`src/rtl/ram_arb_pkg.sv`:
```
// Shared types and constants for the two-port RAM arbiter (ram_arb_2port, rr_arb2).
// Optional build macro: RAM_ARB_FIXED_PRIO_EN selects fixed priority instead of round-robin.
package ram_arb_pkg;

    localparam int ADDR_W_DEF = 10;
    localparam int DATA_W_DEF = 8;
    localparam int RD_LAT_MAX = 4;
    // Latency counter must hold RD_LAT_MAX itself, not just RD_LAT_MAX-1.
    localparam int LAT_CNT_W  = $clog2(RD_LAT_MAX + 1);

    typedef logic req_id_t;

    typedef enum logic [1:0] {
        IDLE   = 2'd0,
        ISSUE  = 2'd1,
        RDWAIT = 2'd2
    } state_t;

endpackage

```
`src/rtl/ram_arb_2port_rr_arb2.sv`:
```
// Two-way winner pick. Round-robin with a toggling pointer by default;
// fixed priority (requester 0 always wins) when RAM_ARB_FIXED_PRIO_EN is defined.
module rr_arb2
    import ram_arb_pkg::*;
(
`ifndef RAM_ARB_FIXED_PRIO_EN
    input  logic    clk,
    input  logic    rst,
    input  logic    update,
`endif
    input  logic    req0,
    input  logic    req1,
    output logic    vld,
    output req_id_t win_id
);

    assign vld = req0 | req1;

`ifdef RAM_ARB_FIXED_PRIO_EN

    always_comb begin
        win_id = req0 ? 1'b0 : 1'b1;
    end

`else

    logic rr_ptr;

    always_comb begin
        win_id = 1'b0;
        if (req0 && req1) begin
            win_id = rr_ptr;
        end else if (req1) begin
            win_id = 1'b1;
        end
    end

    // The pointer only moves when contention was actually resolved.
    always_ff @(posedge clk or posedge rst) begin
        if (rst) begin
            rr_ptr <= 1'b0;
        end else if (update && req0 && req1) begin
            rr_ptr <= ~rr_ptr;
        end
    end

`endif

endmodule

```
`src/rtl/ram_arb_2port.sv`:
```
// Arbiter/sequencer owning a single-port RAM on behalf of two requesters.
// Optional build macro: RAM_ARB_FIXED_PRIO_EN (fixed priority, requester 0 wins contention).
module ram_arb_2port
    import ram_arb_pkg::*;
#(
    parameter int ADDR_W = ADDR_W_DEF,
    parameter int DATA_W = DATA_W_DEF,
    parameter int RD_LAT = 1
) (
    input  logic              clk,
    input  logic              rst,
    input  logic              req0,
    input  logic              we0,
    input  logic [ADDR_W-1:0] addr0,
    input  logic [DATA_W-1:0] wdata0,
    output logic              gnt0,
    output logic              rvalid0,
    output logic [DATA_W-1:0] rdata0,
    input  logic              req1,
    input  logic              we1,
    input  logic [ADDR_W-1:0] addr1,
    input  logic [DATA_W-1:0] wdata1,
    output logic              gnt1,
    output logic              rvalid1,
    output logic [DATA_W-1:0] rdata1,
    output logic              ram_en,
    output logic [ADDR_W-1:0] ram_address,
    output logic [DATA_W-1:0] ram_datain,
    input  logic [DATA_W-1:0] ram_dataout
);

    state_t                 state;
    state_t                 state_nxt;
    logic                   latch;
    logic                   arb_vld;
    req_id_t                arb_id;
    logic                   cmd_we;
    logic [ADDR_W-1:0]      cmd_addr;
    logic [DATA_W-1:0]      cmd_wdata;
    req_id_t                cmd_id;
    logic [LAT_CNT_W-1:0]   lat_cnt;
    logic                   lat_done;

    rr_arb2 u_arb (
`ifndef RAM_ARB_FIXED_PRIO_EN
        .clk    (clk),
        .rst    (rst),
        .update (latch),
`endif
        .req0   (req0),
        .req1   (req1),
        .vld    (arb_vld),
        .win_id (arb_id)
    );

    assign lat_done = (lat_cnt == LAT_CNT_W'(1));

    always_ff @(posedge clk or posedge rst) begin
        if (rst) begin
            state <= IDLE;
        end else begin
            state <= state_nxt;
        end
    end

    // Requests are only looked at in IDLE; every other state runs to completion.
    always_comb begin
        state_nxt = state;
        latch     = 1'b0;
        case (state)
            IDLE: begin
                if (arb_vld) begin
                    state_nxt = ISSUE;
                    latch     = 1'b1;
                end
            end
            ISSUE: begin
                state_nxt = cmd_we ? IDLE : RDWAIT;
            end
            RDWAIT: begin
                if (lat_done) begin
                    state_nxt = IDLE;
                end
            end
            default: begin
                state_nxt = IDLE;
            end
        endcase
    end

    always_ff @(posedge clk or posedge rst) begin
        if (rst) begin
            cmd_we    <= 1'b0;
            cmd_addr  <= '0;
            cmd_wdata <= '0;
            cmd_id    <= 1'b0;
        end else if (latch) begin
            cmd_we    <= arb_id ? we1    : we0;
            cmd_addr  <= arb_id ? addr1  : addr0;
            cmd_wdata <= arb_id ? wdata1 : wdata0;
            cmd_id    <= arb_id;
        end
    end

    // Counter is loaded as the read leaves ISSUE, so it hits 0 on edge +1+RD_LAT.
    always_ff @(posedge clk or posedge rst) begin
        if (rst) begin
            lat_cnt <= '0;
        end else if (state == ISSUE && !cmd_we) begin
            lat_cnt <= LAT_CNT_W'(RD_LAT);
        end else if (state == RDWAIT) begin
            lat_cnt <= lat_cnt - LAT_CNT_W'(1);
        end
    end

    always_ff @(posedge clk or posedge rst) begin
        if (rst) begin
            rvalid0 <= 1'b0;
            rvalid1 <= 1'b0;
            rdata0  <= '0;
            rdata1  <= '0;
        end else begin
            rvalid0 <= 1'b0;
            rvalid1 <= 1'b0;
            if (state == RDWAIT && lat_done) begin
                if (cmd_id) begin
                    rvalid1 <= 1'b1;
                    rdata1  <= ram_dataout;
                end else begin
                    rvalid0 <= 1'b1;
                    rdata0  <= ram_dataout;
                end
            end
        end
    end

    assign gnt0        = (state == ISSUE) && !cmd_id;
    assign gnt1        = (state == ISSUE) &&  cmd_id;
    assign ram_en      = (state == ISSUE) &&  cmd_we;
    assign ram_address = cmd_addr;
    assign ram_datain  = cmd_wdata;

endmodule
```
`config.mk`:
```
export PLATFORM = sky130hd
export DESIGN_NAME = ram_arb_2port
export DESIGN_NICKNAME = d
export VERILOG_FILES = /design/src/rtl/ram_arb_pkg.sv /design/src/rtl/ram_arb_2port_rr_arb2.sv /design/src/rtl/ram_arb_2port.sv
export SDC_FILE = /design/constraint.sdc
export NUM_CORES = 1
export LEC_CHECK = 0
export BUFFER_PORTS_ARGS = -buffer_cell sky130_fd_sc_hd__buf_2
export CORE_ASPECT_RATIO = 1.75
export CORE_MARGIN = 2
export CORE_UTILIZATION = 45
export CTS_CLUSTER_SIZE = 16
export DETAILED_ROUTE_END_ITERATION = 16
export GPL_TIMING_DRIVEN = 0
export PLACE_DENSITY = 0.75
export SETUP_SLACK_MARGIN = 0.1
export SYNTH_ARGS = -nofsm -noshare
export SYNTH_HDL_FRONTEND = slang
export SYNTH_SLANG_ARGS = --single-unit
```
`constraint.sdc`:
```
create_clock -name clk -period 1.8 [get_ports clk]
set_input_delay 0.18 -clock clk [delete_from_list [all_inputs] [get_ports clk]]
set_output_delay 0.18 -clock clk [all_outputs]
set_load 0.02 [all_outputs]
```
-- Word level (Yosys, flattened, before mapping)
Index checks and enable logic that the tools add are counted.
- register bits after elaboration: 44
- output and inout port bits: 39
- logic and storage cells: 52
- add/sub/neg operators: 1
- equal/unequal tests: 5
- multiplexer cells: 17
- bitwise logic cells: 3
- reduce and logical (&&, ||, !) cells: 15
- operators with widths (kind ; count):
    $mux 10 ; 1
    $mux 1 ; 9
    $logic_and 1x1->1 ; 8
    $mux 8 ; 1
    $mux 2 ; 3
    $mux 3 ; 2
    $pmux 2 s3 ; 1
    $reduce_and 2->1 ; 3
    $ne 2x2->1 const B ; 2
    $eq 3x1->1 const B ; 1
    $sub 3x1->3 const B ; 1
    $eq 2x1->1 const B ; 1
    $eq 2x2->1 const B ; 1
    $logic_not 1->1 ; 2
    $logic_not 2->1 ; 1
    $not 1->1 ; 2
    $reduce_bool 2->1 ; 1
    $or 1x1->1 ; 1

-- Longest topological paths before layout
- depth after elaboration: 5
- mapped depth: 6
- mapped depth without buffers: 5

-- Hierarchy
Synthesis repeated with hierarchy kept, for this count alone.
- cells, all modules: 164
- area total of the unflattened synthesis: 1956.9 um2
- by module, submodules not included (module ; times used ; cells an instance ; area each (um2) ; sequential area each (um2)):
    ram_arb_2port ; 1 ; 157 ; 1896.8 ; 1076.0
    rr_arb2 ; 1 ; 7 ; 60.1 ; 25.0

-- Worst setup path before layout
Ideal clock, no wire load.
- path kind: register to register
- start: register lat_cnt[1]
- end: register rdata0[0]
- library setup time: 0.125 ns
- arrival: 1.348 ns
- required time: 1.675 ns
- path slack: 0.327 ns
- stages on the path, launching flop included: 7
- clock period less this slack: 1.473 ns
- cell sequence: dfrtp_1 -> inv_1 -> ha_1 -> nor2b_2 -> nor3b_2 -> buf_4 -> mux2_2
- longest elaborated chain between the ends: 3
- RTL lines (item ; line ; RTL):
    from (decl) ; ram_arb_2port.sv:41 ; logic [LAT_CNT_W-1:0] lat_cnt;
    from (signal assigned) ; ram_arb_2port.sv:110 ; lat_cnt <= LAT_CNT_W'(RD_LAT);
    from (signal assigned) ; ram_arb_2port.sv:112 ; lat_cnt <= lat_cnt - LAT_CNT_W'(1);
    $eq 3x1->1 ; ram_arb_2port.sv:56 ; assign lat_done = (lat_cnt == LAT_CNT_W'(1));
    $logic_and 1x1->1 ; ram_arb_2port.sv:125 ; if (state == RDWAIT && lat_done) begin
    $reduce_and 2->1 (no line) ; - ;
    to (signal assigned) ; ram_arb_2port.sv:131 ; rdata0 <= ram_dataout;
    to (decl) ; ram_arb_2port.sv:18 ; output logic [DATA_W-1:0] rdata0,
Every way passes these cells.
A chain may end at the register's enable or synchronous reset.

-- Worst setup path in the final report
- start: register lat_cnt[1]
- end: register rdata0[1]
The elaborated chain is that of the path after synthesis.

==> summary.txt <==
Critical path
  – Reg2Reg Setup Slack: 0.20 ns
  – Crit-path cells: inv_1 -> ha_1 -> nor2b_4 -> nor3b_4 -> buf_6 -> mux2_2
  – CP endpoint kind: register
  – Worst-path fanout max: 9
  – Buf+Inv Stages, Crit Path: 2
  – Crit path max-delay family: flip-flops
  – FF-to-FF End: rdata0[1]
  – Critical path type: reg2reg
  – Reg-to-Reg Start: lat_cnt[1]
  – CP Data Required Time: 1.98 ns
  – Stages on the worst setup path: 6
  – CP max stage cell: dfrtp_1
  – Max stage delay on crit path: 0.37 ns
  – Critical Path Start Type: register
  – CP Data Arrival Time: 1.78 ns
  – Worst R2R Path Depth: 6

Logic synthesis
  – Unique cell type count in the Yosys netlist: 29
  – Syn nets: 240
  – Number of synthesized register bits: 44
  – Register area share after synthesis: 55.10%
  – Mapped cell area: 0.001998 mm²
  – Syn. warnings: 0
  – Syn Inst Count: 188
  – Syn Area/Cell: 10.63 µm²

Detailed routing
  – Post-DR wirelength/cell: 14.15 µm
  – Met2 WL post-DR: 2515 µm
  – Met3 wire len: 355 µm
  – Routed via count: 1766
  – Detailed Route WL: 4741 µm
  – DR iter-0 viols: 41
  – DR top layer: met4
  – Residual DRC: 0
  – M1 WL: 1806 µm
  – First drt pass iteration count: 4
  – Vias/cell: 5.272
  – Routed Antenna Nets: 0

Placed design
  – Placed cell area: 0.002502 mm²
  – Placed cells: 327
  – DP Worst Slack: 0.1544 ns
  – Placer congestion estimate: 0.7937
  – Dpl hpwl: 3649 µm
  – Port bufs: 88

Timing
  – Max Slew Vio Count: 0
  – Setup_tns: 0 ns
  – Fmax: 0.6263 GHz
  – Slew @ Worst Pin: 0.8912 ns
  – Fin crit period: 1.597 ns
  – Final hold slack: 0.07352 ns
  – Rel. slew slack: 40.50%
  – RSZ-0062 raised after global routing: yes
  – Final Hold Fails: 0
  – Endpoints failing setup: 0
  – PnR worst setup slack: 0.2034 ns
  – Period utilisation layout: 88.70%
  – Clock Skews: 0.006617 ns

Job
  – Max-cap viol count: 0

Clocking
  – Number of post-CTS setup repair buffers: 0
  – CTS clk-pin slew, worst paths: 0.08 ns
  – H-tree levels: 2
  – PostCTS Resize Cnt: 0
  – CTS Hold Bufs: 0
  – Clock sinks: 44
  – TritonCTS clock tree: done
  – Worst skew pair latency: 0.30 ns
  – Root buf cell: clkbuf_8
  – Max Root-Sink Buffers: 2
  – CTS buffer count: 5

Cells and area
  – Area of the multi-input gates: 819.5 µm²
  – Antenna fix cells: 0
  – Nets: 335
  – Register Area: 0.001101 mm²
  – Area grow syn2layout: 30.87%
  – Design area: 0.002615 mm²
  – Commonest non-fill, non-tap cell in the layout: buf_2
  – Most frequent cells in the layout: buf_2, dfrtp_1, a21oi_1
  – Fill count: 411
  – Layout cells sized above 1: 45.07%
  – Post-Layout Cell Count: 335

Floorplanning
  – Ports: 89
  – Die W: 54.37 µm
  – Core area: 0.004324 mm²
  – Die height: 92.15 µm
  – Die area: 0.005010 mm²
  – Row Count: 32
  – Initial Utilization: 46.21%

GRT
  – Number of global-route vias before repair: 1736
  – Total grt overflow: 0
  – Initial antenna violation count: 0
  – Global-route wire length before repair: 7555 µm
  – Gr usage total: 20.19%
  – Largest net degree at the start of global routing: 45

Power
  – Pwr Density: 1724 mW/mm²
  – Leakage Power: 1.263 nW
  – Peak VDD IR: 0.001096 V

Outcome
  – Outcome: finished, final reports clean

Worst hold path
  – Worst min path class: in2async
==> metrics by stage <==
stage	utilization (%)	total power [mW]
2_1_floorplan	-	3.148
3_3_place_gp	57.87	3.808
3_5_place_dp	57.87	3.881
4_1_cts	60.13	4.528
5_1_grt	60.47	4.830
6_report	60.47	4.508
==> metal layers <==
layer,global-route usage (%),up-vias
met3,4.397,7
met1,22.85,808
met5,0,-
met4,6.875,0
met2,35.44,82
li1,-,869
==> layout make-up <==
type	instances	area share [%]
Sequential cell	44	42.11
Multi-Input combinational cell	124	31.34
Clock inverter	2	0.5742
Buffer	14	2.679
Inverter	6	0.8612
Clock buffer	6	3.158
Tap cell	51	2.440
Timing Repair Buffer	88	16.84
==> registers in the layout (all words and copies together), names as in the netlist <==
register	cells
cmd_id	1
ram_address	10
u_arb.rr_ptr	1
rvalid0	1
state	2
rvalid1	1
cmd_we	1
rdata1	8
ram_datain	8
lat_cnt	3
rdata0	8
==> synthesized netlist by cell type, drive strengths merged <==
cell | n | share of area (%)
clkbuf | 6 | 1.2
ha | 2 | 1.3
or2 | 1 | 0.31
inv | 6 | 1.1
nor2 | 1 | 0.19
xnor2 | 1 | 0.44
a31oi | 19 | 5.9
o21ai | 20 | 5.0
nor2b | 2 | 0.75
and3 | 2 | 0.63
nor3 | 2 | 0.50
nand3 | 20 | 5.3
nor3b | 1 | 0.63
dfrtp | 44 | 55
and2 | 3 | 0.94
a21oi | 21 | 5.3
xor2 | 1 | 0.44
and4 | 1 | 0.50
buf | 8 | 2.1
nand2 | 4 | 0.75
nand2b | 4 | 1.3
mux2 | 16 | 9.0
a32o | 1 | 0.50
and2b | 2 | 0.88
==> how the worst max path moves through the flow <==
stage / startpoint / endpoint / slack [ns]
2_1_floorplan: lat_cnt[1] / rdata0[0] / 0.33
3_3_place_gp: rst / ram_address[5] / 0.04
3_5_place_dp: lat_cnt[1] / rdata0[1] / 0.15
4_1_cts: lat_cnt[1] / rdata0[1] / 0.14
5_1_grt: lat_cnt[1] / rdata0[6] / 0.08
6_report: lat_cnt[1] / rdata0[1] / 0.20
==> cell families (layout without fill, tap and decap cells) <==
| family | after synthesis | count (layout) | share of synthesized area, % |
|---|---|---|---|
| DFF | 44 | 44 | 55.10 |
| and+or+nand+nor | 43 | 43 | 12.59 |
| AOI/OAI and AO/OA | 61 | 61 | 16.72 |
| muxes | 16 | 16 | 9.017 |
| adders and majority gates | 2 | 2 | 1.252 |
| xor gates and xnor gates | 2 | 2 | 0.8768 |
| buffers and inverters | 20 | 116 | 4.446 |
==> report_power, final <==
group	internal (mW)	leakage (nW)	total [mW]	switching [mW]
sequential	1.46	0.518	1.72	0.262
clock	0.310	0.0434	0.645	0.334
combinational	0.853	0.701	2.15	1.29
(Power assumes the default switching activity.)
